### src/rtl/wash_cycle_ctrl.sv
// wash_cycle_ctrl: timed multi-phase wash sequencer with pause/abort,
// a seconds prescaler, water-level thermometer and end-of-cycle buzzer.
module wash_cycle_ctrl #(
    parameter int N_PHASES = 4,
    parameter int CNT_W    = 8,
    parameter int TICK_DIV = 100_000_000,
    parameter int WT_W     = 8,
    parameter int BUZZ_SEC = 3
) (
    input  logic                        clk,
    input  logic                        rst,
    input  logic                        start,
    input  logic                        pause,
    input  logic                        abort,
    input  logic [N_PHASES-1:0]         phase_mask,
    input  logic [N_PHASES*CNT_W-1:0]   phase_dur,
    output logic                        busy,
    output logic                        paused,
    output logic [$clog2(N_PHASES)-1:0] phase,
    output logic [CNT_W-1:0]            remain,
    output logic [N_PHASES-1:0]         st_light,
    output logic [WT_W-1:0]             wt_light,
    output logic                        done,
    output logic                        buzzer
);
    localparam int PW  = $clog2(N_PHASES);
    localparam int PSW = $clog2(TICK_DIV);
    localparam int BW  = $clog2(BUZZ_SEC + 1);
    localparam logic [PSW-1:0] PS_LAST   = PSW'(TICK_DIV - 1);
    localparam logic [BW-1:0]  BUZZ_LOAD = BW'(BUZZ_SEC);
    localparam logic [PW-1:0]  LAST_PH   = PW'(N_PHASES - 1);

    typedef enum logic [1:0] {IDLE, RUN, PAUSE, ALARM} state_t;

    state_t                    state_q, state_d;
    logic [N_PHASES-1:0]       act_q, act_d;
    logic [N_PHASES*CNT_W-1:0] dur_q, dur_d;
    logic [PSW-1:0]            presc_q, presc_d;
    logic [PW-1:0]             phase_q, phase_d;
    logic [CNT_W-1:0]          remain_q, remain_d;
    logic [WT_W-1:0]           wt_q, wt_d;
    logic [BW-1:0]             buzz_q, buzz_d;
    logic                      done_q, done_d;

    logic [N_PHASES-1:0] new_act;
    logic [PW-1:0]       first_idx, next_idx;
    logic                next_ok;
    logic                tick;

    assign tick = (presc_q == PS_LAST);

    // Active = enabled and nonzero duration; find first active at start
    // and the next active above the current phase while running.
    always_comb begin
        new_act   = '0;
        first_idx = '0;
        next_idx  = '0;
        next_ok   = 1'b0;
        for (int i = 0; i < N_PHASES; i++) begin
            new_act[i] = phase_mask[i] &&
                         (phase_dur[i*CNT_W +: CNT_W] != '0);
        end
        for (int i = N_PHASES - 1; i >= 0; i--) begin
            if (new_act[i]) first_idx = PW'(i);
            if (act_q[i] && i > int'(phase_q)) begin
                next_idx = PW'(i);
                next_ok  = 1'b1;
            end
        end
    end

    always_comb begin
        state_d  = state_q;
        act_d    = act_q;
        dur_d    = dur_q;
        presc_d  = presc_q;
        phase_d  = phase_q;
        remain_d = remain_q;
        wt_d     = wt_q;
        buzz_d   = buzz_q;
        done_d   = 1'b0;
        unique case (state_q)
            IDLE: begin
                presc_d  = '0;
                phase_d  = '0;
                remain_d = '0;
                wt_d     = '0;
                buzz_d   = '0;
                if (start && (|new_act)) begin
                    state_d  = RUN;
                    act_d    = new_act;
                    dur_d    = phase_dur;
                    phase_d  = first_idx;
                    remain_d = phase_dur[first_idx*CNT_W +: CNT_W];
                end
            end
            RUN: begin
                presc_d = tick ? '0 : presc_q + 1'b1;
                if (tick) begin
                    if (phase_q == '0)
                        wt_d = {wt_q[WT_W-2:0], 1'b1};
                    else if (phase_q == LAST_PH)
                        wt_d = {1'b0, wt_q[WT_W-1:1]};
                    if (remain_q > CNT_W'(1)) begin
                        remain_d = remain_q - 1'b1;
                    end else if (next_ok) begin
                        phase_d  = next_idx;
                        remain_d = dur_q[next_idx*CNT_W +: CNT_W];
                    end else begin
                        state_d  = ALARM;
                        done_d   = 1'b1;
                        remain_d = '0;
                        buzz_d   = BUZZ_LOAD;
                    end
                end
                // A tick that finishes the cycle wins over a pause.
                if (pause && state_d == RUN) state_d = PAUSE;
            end
            PAUSE: begin
                if (pause) state_d = RUN;
            end
            ALARM: begin
                presc_d = tick ? '0 : presc_q + 1'b1;
                if (tick) begin
                    if (buzz_q <= BW'(1)) begin
                        state_d = IDLE;
                        buzz_d  = '0;
                        wt_d    = '0;
                        phase_d = '0;
                    end else begin
                        buzz_d = buzz_q - 1'b1;
                    end
                end
            end
        endcase
        if (abort) begin
            state_d  = IDLE;
            presc_d  = '0;
            phase_d  = '0;
            remain_d = '0;
            wt_d     = '0;
            buzz_d   = '0;
            done_d   = 1'b0;
        end
    end

    always_ff @(posedge clk or negedge rst) begin
        if (!rst) begin
            state_q  <= IDLE;
            act_q    <= '0;
            dur_q    <= '0;
            presc_q  <= '0;
            phase_q  <= '0;
            remain_q <= '0;
            wt_q     <= '0;
            buzz_q   <= '0;
            done_q   <= 1'b0;
        end else begin
            state_q  <= state_d;
            act_q    <= act_d;
            dur_q    <= dur_d;
            presc_q  <= presc_d;
            phase_q  <= phase_d;
            remain_q <= remain_d;
            wt_q     <= wt_d;
            buzz_q   <= buzz_d;
            done_q   <= done_d;
        end
    end

    assign busy     = (state_q != IDLE);
    assign paused   = (state_q == PAUSE);
    assign phase    = phase_q;
    assign remain   = remain_q;
    assign wt_light = wt_q;
    assign done     = done_q;
    assign buzzer   = (state_q == ALARM);

    always_comb begin
        st_light = '0;
        if (state_q == RUN || state_q == PAUSE) st_light[phase_q] = 1'b1;
    end
endmodule

### config.mk
export PLATFORM = sky130hd
export DESIGN_NAME = wash_cycle_ctrl
export DESIGN_NICKNAME = d
export VERILOG_FILES = /design/src/rtl/wash_cycle_ctrl.sv
export SDC_FILE = /design/constraint.sdc
export NUM_CORES = 1
export LEC_CHECK = 0
export CORE_MARGIN = 4
export CORE_UTILIZATION = 50
export DETAILED_ROUTE_END_ITERATION = 8
export PLACE_DENSITY_LB_ADDON = 0.25
export RECOVER_POWER = 100
export SKIP_CTS_REPAIR_TIMING = 1
export SLEW_MARGIN = 10
export SYNTH_ARGS = -nofsm -noshare
export SYNTH_HDL_FRONTEND = slang
export SYNTH_SLANG_ARGS = --single-unit
### constraint.sdc
create_clock -name clk -period 2.5 [get_ports clk]
set_clock_uncertainty 0.15 [all_clocks]
set_input_delay 0.25 -clock clk [delete_from_list [all_inputs] [get_ports clk]]
set_output_delay 0.25 -clock clk [all_outputs]
set_load 0.03 [all_outputs]
==> results of run 1 <==
layout by cell type (no fill, tap or decap), types with 8 or more instances in the layout:
cell type,count
nand2_1,145
buf_4,82
dfrtp_1,80
nor2_1,47
clkdlybuf4s50_1,39
o21ai_0,26
dlygate4sd3_1,22
a21oi_1,18
nand3_1,16
nand4_1,15
xor2_1,15
nor3_1,15
inv_1,13
o211ai_1,11
clkbuf_8,11
or4_1,10
mux2i_1,9
mux2_2,9
xnor2_1,8
clkbuf_1,8
layer usage:
layer	global-route usage [%]	part of all wire (%)	wire, um
met5	0	0	0
met4	9.02	2.1	325
met3	5.16	6.5	989
met2	43.8	47	7270
met1	36.8	44	6750
Yosys cell counts (3+ instances only):
library cell / n
o22ai_1: 6
xnor2_1: 8
a31oi_1: 6
o211ai_1: 11
nand2b_1: 3
inv_1: 13
buf_1: 3
clkbuf_1: 13
o21ai_1: 4
dfrtp_1: 85
xor2_1: 15
nor4b_1: 3
o31ai_1: 3
and4_1: 5
a311o_1: 3
o21a_1: 6
and2_1: 5
ha_1: 7
nor2_1: 48
a211o_1: 4
a21oi_1: 18
a211oi_1: 4
o221ai_1: 3
nor3_1: 16
nand3b_1: 4
nand2_1: 145
nand3_1: 16
or4_1: 11
nor4_1: 5
nor2b_1: 4
mux2_2: 9
buf_2: 6
nand4_1: 15
o21ai_0: 26
mux2i_1: 9
or3_1: 5
stage by stage:
stage               total power [mW]  instances  utilization [%]  setup slack, ns
floorplan                       2.98        581                -           -0.143
global placement                3.82        849             66.3           -0.331
detailed placement              3.86        849             66.3           -0.310
CTS                             4.76        864             68.1          -0.0466
global route                    5.04        868             68.1          -0.0797
finish                          4.77        868             68.1          -0.0321
cells by family (layout without fill, tap and decap cells):
| family | Yosys count | after routing | synth area share [%] |
|---|---|---|---|
| XOR/XNOR | 23 | 23 | 4.05 |
| AND/OR/NAND/NOR | 295 | 295 | 28.0 |
| AO/OA/AOI/OAI | 117 | 117 | 16.6 |
| multiplexers | 18 | 18 | 3.85 |
| flip-flops | 85 | 85 | 42.8 |
| adder cells (fa/ha/maj) | 7 | 7 | 1.76 |
| buffers and inverters | 36 | 190 | 3.02 |
critical path, stage by stage, from the launching register on:
cell	delay, ns
dfrtp_2	0.42
or4_4	0.54
or4_4	0.55
o31a_4	0.30
o311ai_1	0.08
a211oi_1	0.11
a221o_1	0.27
flip-flops by register name, summed over array words and instances (netlist names):
register	count
remain	8
act_q	3
presc_q	27
dur_q	32
buzz_q	2
phase	2
done	1
wt_light	8
state_q	2
final cells by class:
class / count / area (um^2) / share of cell area [%]
well taps: 133 / 166 / 2.51
repair buffers: 162 / 1330 / 20.1
flip-flops and latches: 85 / 2130 / 32.2
clock buffers: 11 / 151 / 2.29
clock inverters: 4 / 23.8 / 0.359
multi-input cells: 460 / 2770 / 41.8
inverters: 13 / 48.8 / 0.737
final timing paths:
path,from,endpoint,slack [ns],cells after the start
min in group asynchronous,rst,dur_q[29],0.50,2
max in group asynchronous,rst,remain[1],0.36,3
setup reg to reg,remain[3],remain[0],-0.03,6
setup / recovery,remain[3],remain[0],-0.03,6
hold reg to reg,dur_q[7],dur_q[7],0.33,2
hold / removal,dur_q[7],dur_q[7],0.33,2
where the power goes:
part | total [mW] | internal (mW) | switching [mW]
registers | 1.77 | 1.60 | 0.175
logic | 2.10 | 0.886 | 1.22
clock network | 0.892 | 0.406 | 0.485
==> impl_metrics.env, run 1 <==
export IMPL_syn_inst=581
export IMPL_post_drt_wl_per_cell_um=17.7
export IMPL_holdCritPathClass="flip-flop to flip-flop"
export IMPL_violations="negative setup slack"
export IMPL_slew_viol_final=0
export IMPL_max_freq_mhz=395
export IMPL_ys_top_cells_by_area="dfrtp_1 (43%), nand2_1 (11%), nor2_1 (3.6%), xor2_1 (2.6%), o21ai_0 (2.6%)"
export IMPL_drive_above_1_share_pct=20.5
export IMPL_yosysUniqueCellTypes=63
export IMPL_synthFlopType="dfrtp_1"
export IMPL_ys_seq_area_share_pct=42.8
export IMPL_syn_to_final_growth_pct=33.2
export IMPL_first_pass_iters=5
export IMPL_grt_first_pass_wirelength_um=24500
export IMPL_grt_use_total_pct=27.2
export IMPL_nets=779
export IMPL_grt_pass1_vias=4810
export IMPL_crit_path_end_kind="flip-flop"
export IMPL_irDropWorstVdd_uv=471
export IMPL_drc=0
export IMPL_place_hpwl_um=11700
export IMPL_clock_latency_ns=0.37
export IMPL_finalSetupViolCount=4
export IMPL_diodes=0
export IMPL_start_kind="flip-flop"
export IMPL_syn_num_nets=629
export IMPL_clock_sinks=85
export IMPL_syn_avg_cell_area_um2=8.56
export IMPL_min_period_ns=2.53
export IMPL_stdcell_area_um2=6620
export IMPL_drv_cap=0
export IMPL_numCtsBuffers=9
export IMPL_die_w_um=108
export IMPL_cp_max_fo=5
export IMPL_synth_seq_cells=85
export IMPL_rsz0062_at_grt="yes"
export IMPL_cts_root_buf="clkbuf_8"
export IMPL_synth_edf_count=0
export IMPL_clk_pin_slew_ns=0.09
export IMPL_p_per_area_nw_per_um2=720
export IMPL_ys_warn_count=0
export IMPL_cts_max_path_buffers=2
export IMPL_grt_overflow=0
export IMPL_cts_tree="built"
export IMPL_viasPerCell=5.87
export IMPL_synth_top_area_share_pct=42.8
export IMPL_placed_area_um2=6450
export IMPL_place_gp_congestion=0.968
export IMPL_vias=5095
export IMPL_tns_ns=-0.0534
export IMPL_ant_nets=0
export IMPL_row_count=36
export IMPL_netlist_top_cell_by_area="dfrtp_1"
export IMPL_first_iter_violations=417
export IMPL_htree_levels=3
export IMPL_io_buffers=66
export IMPL_antenna_found_initial=0
export IMPL_p_leak_nw=2.94
export IMPL_dieArea_um2=11600
export IMPL_holdWs_ns=0.331
export IMPL_worst_pin_slew_ns=1.19
export IMPL_grt_max_degree=44
export IMPL_critical_path_class="flip-flop to flip-flop"
export IMPL_nFillCells=835
export IMPL_worstPathRequired_ns=2.60
export IMPL_start_util_pct=51.1
export IMPL_slew_headroom_pct=20.6
export IMPL_die_y_um=108
export IMPL_synth_async_reset_ratio_pct=100
export IMPL_synthesis_area_um2=4970
export IMPL_hold_violations=0
export IMPL_wl_um=15300
export IMPL_status="complete, but fails checks"
export IMPL_design_core_area_um2=9730
export IMPL_final_setup_worst_slack_ns=-0.0321
export IMPL_min_period_over_period_pct=101
export IMPL_pin_count=67
export IMPL_arrival_ns=2.64
(Power assumes the default switching activity.)
==> run 2: changes to the inputs <==
--- a/config.mk
+++ b/config.mk
@@ -7,6 +7,7 @@
 export LEC_CHECK = 0
 export CORE_MARGIN = 4
 export CORE_UTILIZATION = 50
+export CTS_CLUSTER_SIZE = 30
 export DETAILED_ROUTE_END_ITERATION = 8
 export PLACE_DENSITY_LB_ADDON = 0.25
 export RECOVER_POWER = 100
==> results of run 2 <==
The final DEF is identical to that of run 1; final timing and power are the same.
